[src/rtl/wims_ttl_pkg.sv]
// Shared constants and types for the WIMS discrete-TTL models.
// Holds the 74163 slice width and the nibble type.
package wims_ttl_pkg;

    localparam int SLICE_W = 4;

    typedef logic [SLICE_W-1:0] nibble_t;

    localparam nibble_t NIBBLE_MAX = 4'hF;

endpackage

[src/rtl/ls74163_pc_slice.sv]
// One 74163-style 4-bit synchronous counter slice.
// Sync reset > load > count (enp & ent) > hold; rco = ent & (q == F).
module ls74163
    import wims_ttl_pkg::*;
#(
    parameter nibble_t RESET_VALUE = 4'h0
) (
    input  logic    clk,
    input  logic    rst,
    input  logic    load,
    input  logic    enp,
    input  logic    ent,
    input  nibble_t d,
    output nibble_t q,
    output logic    rco
);

    // Counter register with the 74163 priority order.
    always_ff @(posedge clk) begin
        if (rst) begin
            q <= RESET_VALUE;
        end else if (load) begin
            q <= d;
        end else if (enp && ent) begin
            q <= q + nibble_t'(1);
        end
    end

    // Carry to the next slice is combinational and ignores enp.
    always_comb begin
        rco = ent && (q == NIBBLE_MAX);
    end

endmodule

[src/rtl/ls74163_pc.sv]
// Program counter built from cascaded ls74163 slices.
// Define LS74163_PC_OVF_EN to add the sticky wrap flag output ovf.
module ls74163_pc
    import wims_ttl_pkg::*;
#(
    parameter int                           NIBBLES     = 2,
    parameter logic [SLICE_W*NIBBLES-1:0]   RESET_VALUE = '0
) (
    input  logic                       clk,
    input  logic                       rst,
    input  logic                       load,
    input  logic                       enp,
    input  logic                       ent,
    input  logic [SLICE_W*NIBBLES-1:0] d,
    output logic [SLICE_W*NIBBLES-1:0] q,
    output logic                       rco
`ifdef LS74163_PC_OVF_EN
    ,
    output logic                       ovf
`endif
);

    // carry[i] is ent for slice i; carry[NIBBLES] is the top rco.
    logic [NIBBLES:0] carry;

    assign carry[0] = ent;
    assign rco      = carry[NIBBLES];

    for (genvar i = 0; i < NIBBLES; i++) begin : g_slice
        ls74163 #(
            .RESET_VALUE (RESET_VALUE[SLICE_W*i +: SLICE_W])
        ) u_slice (
            .clk  (clk),
            .rst  (rst),
            .load (load),
            .enp  (enp),
            .ent  (carry[i]),
            .d    (d[SLICE_W*i +: SLICE_W]),
            .q    (q[SLICE_W*i +: SLICE_W]),
            .rco  (carry[i+1])
        );
    end

`ifdef LS74163_PC_OVF_EN
    // Sticky flag: set when an enabled count leaves all-ones.
    always_ff @(posedge clk) begin
        if (rst || load) begin
            ovf <= 1'b0;
        end else if (enp && carry[NIBBLES]) begin
            ovf <= 1'b1;
        end
    end
`endif

endmodule

[config.mk]
export PLATFORM = sky130hd
export DESIGN_NAME = ls74163_pc
export DESIGN_NICKNAME = d
export VERILOG_FILES = /design/src/rtl/wims_ttl_pkg.sv /design/src/rtl/ls74163_pc_slice.sv /design/src/rtl/ls74163_pc.sv
export SDC_FILE = /design/constraint.sdc
export NUM_CORES = 1
export LEC_CHECK = 0
export BUFFER_PORTS_ARGS = -buffer_cell sky130_fd_sc_hd__buf_2
export CAP_MARGIN = 20
export CORE_AREA = 2 2 39 41
export CTS_CLUSTER_DIAMETER = 150
export DETAILED_ROUTE_END_ITERATION = 7
export DIE_AREA = 0 0 41 43
export PLACE_DENSITY = 0.55
export SLEW_MARGIN = 0
export SYNTH_ARGS = -nofsm -noshare
export SYNTH_HDL_FRONTEND = slang
export SYNTH_HIERARCHICAL = 1
export SYNTH_SLANG_ARGS = --single-unit
[constraint.sdc]
create_clock -name clk -period 2.1 [get_ports clk]
set_clock_uncertainty 0.15 [all_clocks]
set_input_delay 0.21 -clock clk [delete_from_list [all_inputs] [get_ports clk]]
set_output_delay 0.21 -clock clk [all_outputs]
set_load 0.005 [all_outputs]
==> results of run 1 <==
[final cells by class]
cell class / instances / area [sq um] / area share [%]
multi-input combinational: 38 / 248 / 44.0
sequential: 8 / 160 / 28.4
timing repair buffer: 21 / 105 / 18.7
clock buffer: 3 / 22.5 / 4.00
tap: 16 / 20.0 / 3.56
inverter: 2 / 7.51 / 1.33
[tightest hold or removal path: cells and delay by family]
family | cells | cell delay (ns)
buf+inv | 1 | 0.09
simple gates | 1 | 0.08
compound gates | 1 | 0.05
[layout by cell type (no fill, tap or decap)]
| cell | n |
|---|---|
| nand3_1 | 6 |
| or3_1 | 2 |
| o21ai_0 | 2 |
| nand2_1 | 2 |
| nand2_2 | 2 |
| dfxtp_1 | 8 |
| and4_2 | 2 |
| xor2_1 | 4 |
| inv_1 | 2 |
| ha_1 | 2 |
| clkbuf_4 | 3 |
| buf_2 | 21 |
| nor2_1 | 8 |
| a211oi_1 | 4 |
| a311oi_1 | 4 |
[routing by layer]
layer	wire, um	up-vias	part of all wire, %	GRT usage [%]
met3	95	0	9.5	5.24
li1	-	229	-	-
met5	0	-	0	0
met2	434	16	43	20.0
met1	472	184	47	15.1
met4	0	0	0	10.0
[power breakdown]
group          internal [mW]  switching [mW]
combinational         0.0279          0.0271
sequential             0.163          0.0117
clock                 0.0656          0.0548
[cells in the mapped netlist (all sizes together)]
cell type	instances
dfxtp	8
nor2	8
nand3	6
a211oi	4
a311oi	4
nand2	4
xor2	4
and4	2
ha	2
inv	2
o21ai	2
or3	2
[logic make-up after synthesis]
group	count (synthesis)
and+or+nand+nor	22
AOI/OAI and AO/OA	10
DFF	8
xor gates and xnor gates	4
buffers and inverters	2
adders and majority gates	2
[worst max path at each step]
stage | to | slack [ns]
floorplan | g_slice[1].u_slice/q[3] | 0.44
global placement | g_slice[1].u_slice/q[3] | 0.42
detailed placement | g_slice[1].u_slice/q[3] | 0.38
CTS | rco | 0.32
global route | rco | 0.26
finish | rco | 0.32
==> metrics.md, run 1 <==
| Metric | Value |
|---|---|
| Placement Cell Area | `roughly 540 sq um` |
| Critical path launch point | `g_slice[0].u_slice/q[0]` |
| Largest cells by area after synthesis | `dfxtp_1 39%, a311oi_1 8.4%, xor2_1 8.4%` |
| Clock buffer depth | `2` |
| Chip Width | `around 41 um` |
| Peak VDD IR | `approximately 0.00028 V` |
| Max_slew headroom | `a little over four fifths` |
| Routed wire length | `roughly 1000 um` |
| Max-cap check violation count | `0` |
| Min-Delay Startpoint | `d[5]` |
| Via/cell ratio | `4.88` |
| Mapped Cells | `48` |
| Endpoint type of the worst setup path | `output port` |
| Max Slew Vio Count | `0` |
| # Post-CTS Setup Buffers | `0` |
| Xor-xnor portion of the synthesized cell area | `under 10%` |
| Fillers | `158` |
| Detailed Routing Iterations Pass 1 | `2` |
| CP Data Required Time | `1.74 ns` |
| Biggest regs | `g_slice.u_slice/q x8` |
| PwrDens | `between 600 and 700 nW/um^2` |
| CP max stage cell | `dfxtp_1` |
| Gr usage total | `13.7%` |
| F_max | `between 500 and 600 MHz` |
| Diodes inserted | `0` |
| Post-synth top area share | `38.6%` |
| First-pass GRT wire length | `between 1500 and 2000 um` |
| R2R Setup Slk | `approximately 0.35 ns` |
| Proportion of synthesized area in mux cells | `0%` |
| Synth Register Bits | `8` |
| CTS Buf Count | `3` |
| Initial DRC count | `2` |
| Core ar. | `1380 sq um` |
| Final min period | `approximately 1.8 ns` |
| Worst Slack Setup Final | `~0.32 ns` |
| Simple logic cell fraction of the synthesized area | `27.1%` |
| Status | `completed` |
| CP Depth | `4` |
| Final #Nets | `89` |
| Initial antenna violation count | `0` |
| Port Buffers | `21` |
| Hold Path Class | `input pin to register` |
| Startpoint Class | `register` |
| Average size of a mapped cell | `slightly below 9 sq um` |
| Largest net degree at the start of global routing | `9` |
| Top cell by count, worst path | `and4_2` |
| Post-route core utilization | `approximately two fifths` |
| Worst slew pin tran | `0.230 ns` |
| Overall power | `0.350 mW` |
| Fin Hold WS | `a little over 0.07 ns` |
| CTS root buffer | `clkbuf_4` |
| CTS Sinks | `8` |
| CP Data Arrival Time | `1.42 ns` |
| Seq/Total Area, Yosys | `38.6%` |
| Worst Hold Path EP | `g_slice[1].u_slice/q[1]` |
| Antenna Nets Post-Route | `0` |
| DR vias | `around 430` |
| Adder-cell area share of the yosys netlist | `around 6%` |
| Yosys warning total | `6` |
| WHS Path Cells | `3` |
| CP max FO | `4` |
| CTS tree | `built` |
| Reg2Reg Depth | `5` |
| WP buf/inv | `1` |
| Post-route design area | `~560 sq um` |
| Final Hold Vio Count | `0` |
| Row count | `14` |
| # DRC | `0` |
| Synth Net Count | `63` |
| Final-report setup violation count | `0` |
| Crit path max-delay family | `simple AND/OR/NAND/NOR gates` |
| Critical path class | `register to output port` |
| Setup TNS Final | `0 ns` |
| Ports | `22` |
| Clk slew on worst S/H paths | `~0.06 ns` |
| Initial core utilization | `between 30% and 40%` |
| Area leader, netlist | `dfxtp_1` |
| Max FFs per register | `8` |
| Critical-path cell list | `ha_1, and4_2, and4_2, buf_2` |
| Worst r2r dst | `g_slice[1].u_slice/q[3]` |
| Post-route non-filler standard cell count | `88` |
| Main combinational cell family by area after synthesis | `simple AND/OR/NAND/NOR gates` |
| Htree depth | `1` |
| Static Leak | `approximately 0.26 nW` |
| Reg2reg start | `g_slice[0].u_slice/q[0]` |
| Post-CTS Resized | `0` |
| Number of global-route vias before repair | `just over 400` |
| RSZ-0062 raised after global routing | `no` |
| Tcrit/Tclk final | `84.8%` |
| Cells after DPL | `85` |
| Area Overhead vs Synth | `35.5%` |
| Die Area | `approximately 1800 sq um` |
| GRT overflow | `0` |
| Worst slack, placed | `around 0.38 ns` |
| GPL Wtd Cong | `around 0.67` |
| Die H | `43 um` |
| Worst skew pair latency | `between 0.2 and 0.3 ns` |
| CTS Hold Bufs | `0` |
| Largest Register | `g_slice.u_slice/q` |
| Layout cells sized above 1 | `about two fifths` |
| Crit-path max cell delay | `between 0.3 and 0.4 ns` |
| Synth Area in Compound Gates | `between 15 and 20%` |
| Post-DR wirelength/cell | `roughly 11 um` |
| Synthesized area | `a little over 400 sq um` |
| Distinct cells, synth | `13` |
No activity file was read; power rests on OpenSTA's default activity.
==> run 2: changes to the inputs <==
- ABC_AREA: not set -> 1
- PLACE_DENSITY: 0.55 -> 0.61
- clock period: 2.1 -> 1.78 ns (I/O delays scaled with it)
==> metrics.md, run 2 <==
| Metric | Value |
|---|---|
| Mapped Cells | `78 (was 48)` |
| Most common cell after layout, fill and taps aside | `nand2_1 (was buf_2)` |
| Ports | `22 (unchanged)` |
| Port Buffers | `21 (unchanged)` |
| Fin Hold WS | `0.0293 ns (was 0.0721 ns)` |
| Clk slew on worst S/H paths | `0.05 ns (was 0.06 ns)` |
| Sw Pwr | `0.117 mW (was 0.0936 mW)` |
| Fillers | `154 (was 158)` |
| Post-route design area | `643 sq um (was 563 sq um)` |
| CTS root buffer | `clkbuf_4 (unchanged)` |
| CP Depth | `6 (was 4)` |
| Tcrit/Tclk final | `89.9%` |
| Final-report setup violation count | `0 (unchanged)` |
| Max-cap check violation count | `0 (unchanged)` |
| F_max | `approximately 620 MHz` |
| Initial core utilization | `35.6% (was 30.0%)` |
| Synth Net Count | `93 (was 63)` |
| Distinct cells, synth | `16 (was 13)` |
| Clock Power Share | `31.8% (was 34.4%)` |
| Crit path max-delay family | `simple AND/OR/NAND/NOR gates (unchanged)` |
| CP Data Required Time | `1.45 ns (was 1.74 ns)` |
| # DRC | `0 (unchanged)` |
| Initial DRC count | `7 (was 2)` |
| Largest cells by area after synthesis | `dfxtp_1 32%, nand2_1 18%, nand3_1 8.1% (was dfxtp_1 39%, a311oi_1 8.4%, xor2_1 8.4%)` |
| First-pass GRT wire length | `1900 um (was 1570 um)` |
| CTS Buf Count | `3 (unchanged)` |
| Setup TNS Final | `0 ns (unchanged)` |
| Post-synth top area share | `32.5% (was 38.6%)` |
| Area Overhead vs Synth | `30.5% (was 35.5%)` |
| Worst Slack Setup Final | `0.179 ns (was 0.319 ns)` |
| Largest Register | `g_slice.u_slice/q (unchanged)` |
| Max Slew Vio Count | `0 (unchanged)` |
| Clock buffer depth | `2 (unchanged)` |
| CP Data Arrival Time | `1.27 ns (was 1.42 ns)` |
| Post-route core utilization | `46.5% (was 40.7%)` |
| Seq pwr share | `49.1% (was 49.9%)` |
| Chip Width | `41 um (unchanged)` |
| Status | `completed (unchanged)` |
| Die H | `43 um (unchanged)` |
| Most frequent cells in the layout | `24 x nand2_1, 21 x buf_2, 10 x inv_1, 8 x nand3_1, 6 x dfxtp_1 (was 21 x buf_2, 8 x nor2_1, 8 x dfxtp_1, 6 x nand3_1)` |
| Via/cell ratio | `4.85 (was 4.88)` |
| RSZ-0062 raised after global routing | `no (unchanged)` |
| GRT overflow | `0 (unchanged)` |
| Top_reg_cell synth | `dfxtp_1 (unchanged)` |
| # Post-CTS Setup Buffers | `0 (unchanged)` |
| PwrDens | `661 nW/um^2 (was 622 nW/um^2)` |
| Final min period | `1.60 ns` |
| Die Area | `1760 sq um (unchanged)` |
| Row count | `14 (unchanged)` |
| GPL Wtd Cong | `0.745 (was 0.669)` |
| Worst slack, placed | `0.214 ns (was 0.376 ns)` |
| Seq/Total Area, Yosys | `32.5% (was 38.6%)` |
| Total area of sequential cells | `163 sq um (was 160 sq um)` |
| Synth Register Bits | `8 (unchanged)` |
| Htree depth | `1 (unchanged)` |
| CTS Sinks | `8 (unchanged)` |
| EDFF count, synth | `0 (unchanged)` |
| Int Pwr | `0.308 mW (was 0.257 mW)` |
| Final Hold Vio Count | `0 (unchanged)` |
| Fraction of registers with async set/reset | `0% (unchanged)` |
| Sw Ratio | `27.5% (was 26.7%)` |
| Post-DR wirelength/cell | `9.95 um (was 11.4 um)` |
| Gr usage total | `16.0% (was 13.7%)` |
| Final #Nets | `119 (was 89)` |
| DR vias | `572 (was 429)` |
| Critical-path cell list | `ha_1, nand2_1, nor2_1, nand2_1, nor2_1, buf_2 (was ha_1, and4_2, and4_2, buf_2)` |
| Startpoint Class | `register (unchanged)` |
| Average size of a mapped cell | `6.32 sq um (was 8.65 sq um)` |
| WP buf/inv | `1 (unchanged)` |
| WHS Path Cells | `2 (was 3)` |
| Routed wire length | `1170 um (was 1000 um)` |
| Most frequent cells after synthesis | `24 x nand2_1, 10 x inv_1, 8 x dfxtp_1, 8 x nand3_1 (was 8 x dfxtp_1, 8 x nor2_1, 6 x nand3_1)` |
| Antenna Nets Post-Route | `0 (unchanged)` |
| Number of global-route vias before repair | `491 (was 408)` |
| Placement Cell Area | `618 sq um (was 541 sq um)` |
| DP Wirelength | `around 930 um` |
| Multi-input logic area | `288 sq um (was 248 sq um)` |
| Reg2Reg Depth | `10 (was 5)` |
| Max_slew headroom | `84.7% (was 84.6%)` |
| Diodes inserted | `0 (unchanged)` |
| Yosys warning total | `6 (unchanged)` |
| Initial antenna violation count | `0 (unchanged)` |
| Crit-path max cell delay | `0.37 ns (was 0.39 ns)` |
| Biggest regs | `g_slice.u_slice/q x8 (unchanged)` |
| Peak VDD IR | `0.000400 V (was 0.000283 V)` |
| Max FFs per register | `8 (unchanged)` |
| Endpoint type of the worst setup path | `output port (unchanged)` |
| Static Leak | `0.345 nW (was 0.259 nW)` |
| Worst slew pin tran | `0.229 ns (was 0.230 ns)` |
| Cell with the most instances after synthesis | `nand2_1` |
| Layout cells sized above 1 | `33.3% (was 38.9%)` |
| CP max FO | `6 (was 4)` |
| Synthesized area | `493 sq um (was 415 sq um)` |
| Largest net degree at the start of global routing | `13 (was 9)` |
| Critical path class | `register to output port (unchanged)` |
| CP max stage cell | `dfxtp_2 (was dfxtp_1)` |
| Detailed Routing Iterations Pass 1 | `4 (was 2)` |
| CTS tree | `built (unchanged)` |
| Worst skew pair latency | `0.25 ns (about the same)` |
| Hold Path Class | `input pin to register (unchanged)` |
| Area leader, netlist | `dfxtp_1 (unchanged)` |
| Combinational fraction of design power | `19.1% (was 15.7%)` |
| Core ar. | `1380 sq um (unchanged)` |
## run 2: layer usage
metal  vias up  routed length [um]  global-route usage [%]
met2        19                 521                    23.4
met4         0                  16                    10.0
met3         2                  80                    3.14
li1        302                   -                       -
met5         -                   0                       0
met1       249                 555                    20.3
## run 2: path summary, 6_finish.rpt
check                                             start                 endpoint  slack, ns
worst min-delay path                                rst  g_slice[0].u_slice/q[3]       0.03
worst max-delay path            g_slice[0].u_slice/q[0]                      rco       0.18
worst max register to register  g_slice[0].u_slice/q[0]  g_slice[1].u_slice/q[2]       0.28
worst min register to register  g_slice[0].u_slice/q[0]  g_slice[0].u_slice/q[0]       0.35
## run 2: final cells by class
| class | count | share of cell area (%) |
|---|---|---|
| Clock buffer | 3 | 3.50 |
| Inverter | 12 | 7.00 |
| Multi-Input combinational cell | 58 | 44.7 |
| Sequential cell | 8 | 25.3 |
| Tap cell | 16 | 3.11 |
| Timing Repair Buffer | 21 | 16.3 |
## run 2: metrics by stage
step	power, mW	cells
after floorplan	0.253	78
after global placement	0.294	115
after detailed placement	0.294	115
after CTS	0.434	118
after global routing	0.461	118
final	0.425	118
## run 2: power by group through the flow
stage          Combinational (mW)  Clock, mW  Sequential, mW
6_report                   0.0812      0.135           0.209
5_1_grt                    0.0939      0.157           0.211
4_1_cts                    0.0824      0.144           0.208
3_5_place_dp               0.0819          0           0.212
3_3_place_gp               0.0824          0           0.211
2_1_floorplan              0.0433          0           0.210
## run 2: worst reg2reg max path: cells and delay by family, from the launching register on
kind                     cells  cell delay (ns)
buffers and inverters        2             0.10
flip-flops                   1             0.37
AND/OR/NAND/NOR              7             0.64
adder cells (fa/ha/maj)      1             0.17
## run 2: what timing repair did
action	4_1_cts	5_1_grt
setup endpoints to repair	0	1
gates resized for setup	0	2
hold buffers	0	0
## run 2: cells by family after synthesis
| logic type | share of synthesized area (%) |
|---|---|
| compound gates | 14.2 |
| fa+ha+maj | 5.08 |
| buf+inv | 9.14 |
| flops | 32.5 |
| simple gates | 39.1 |
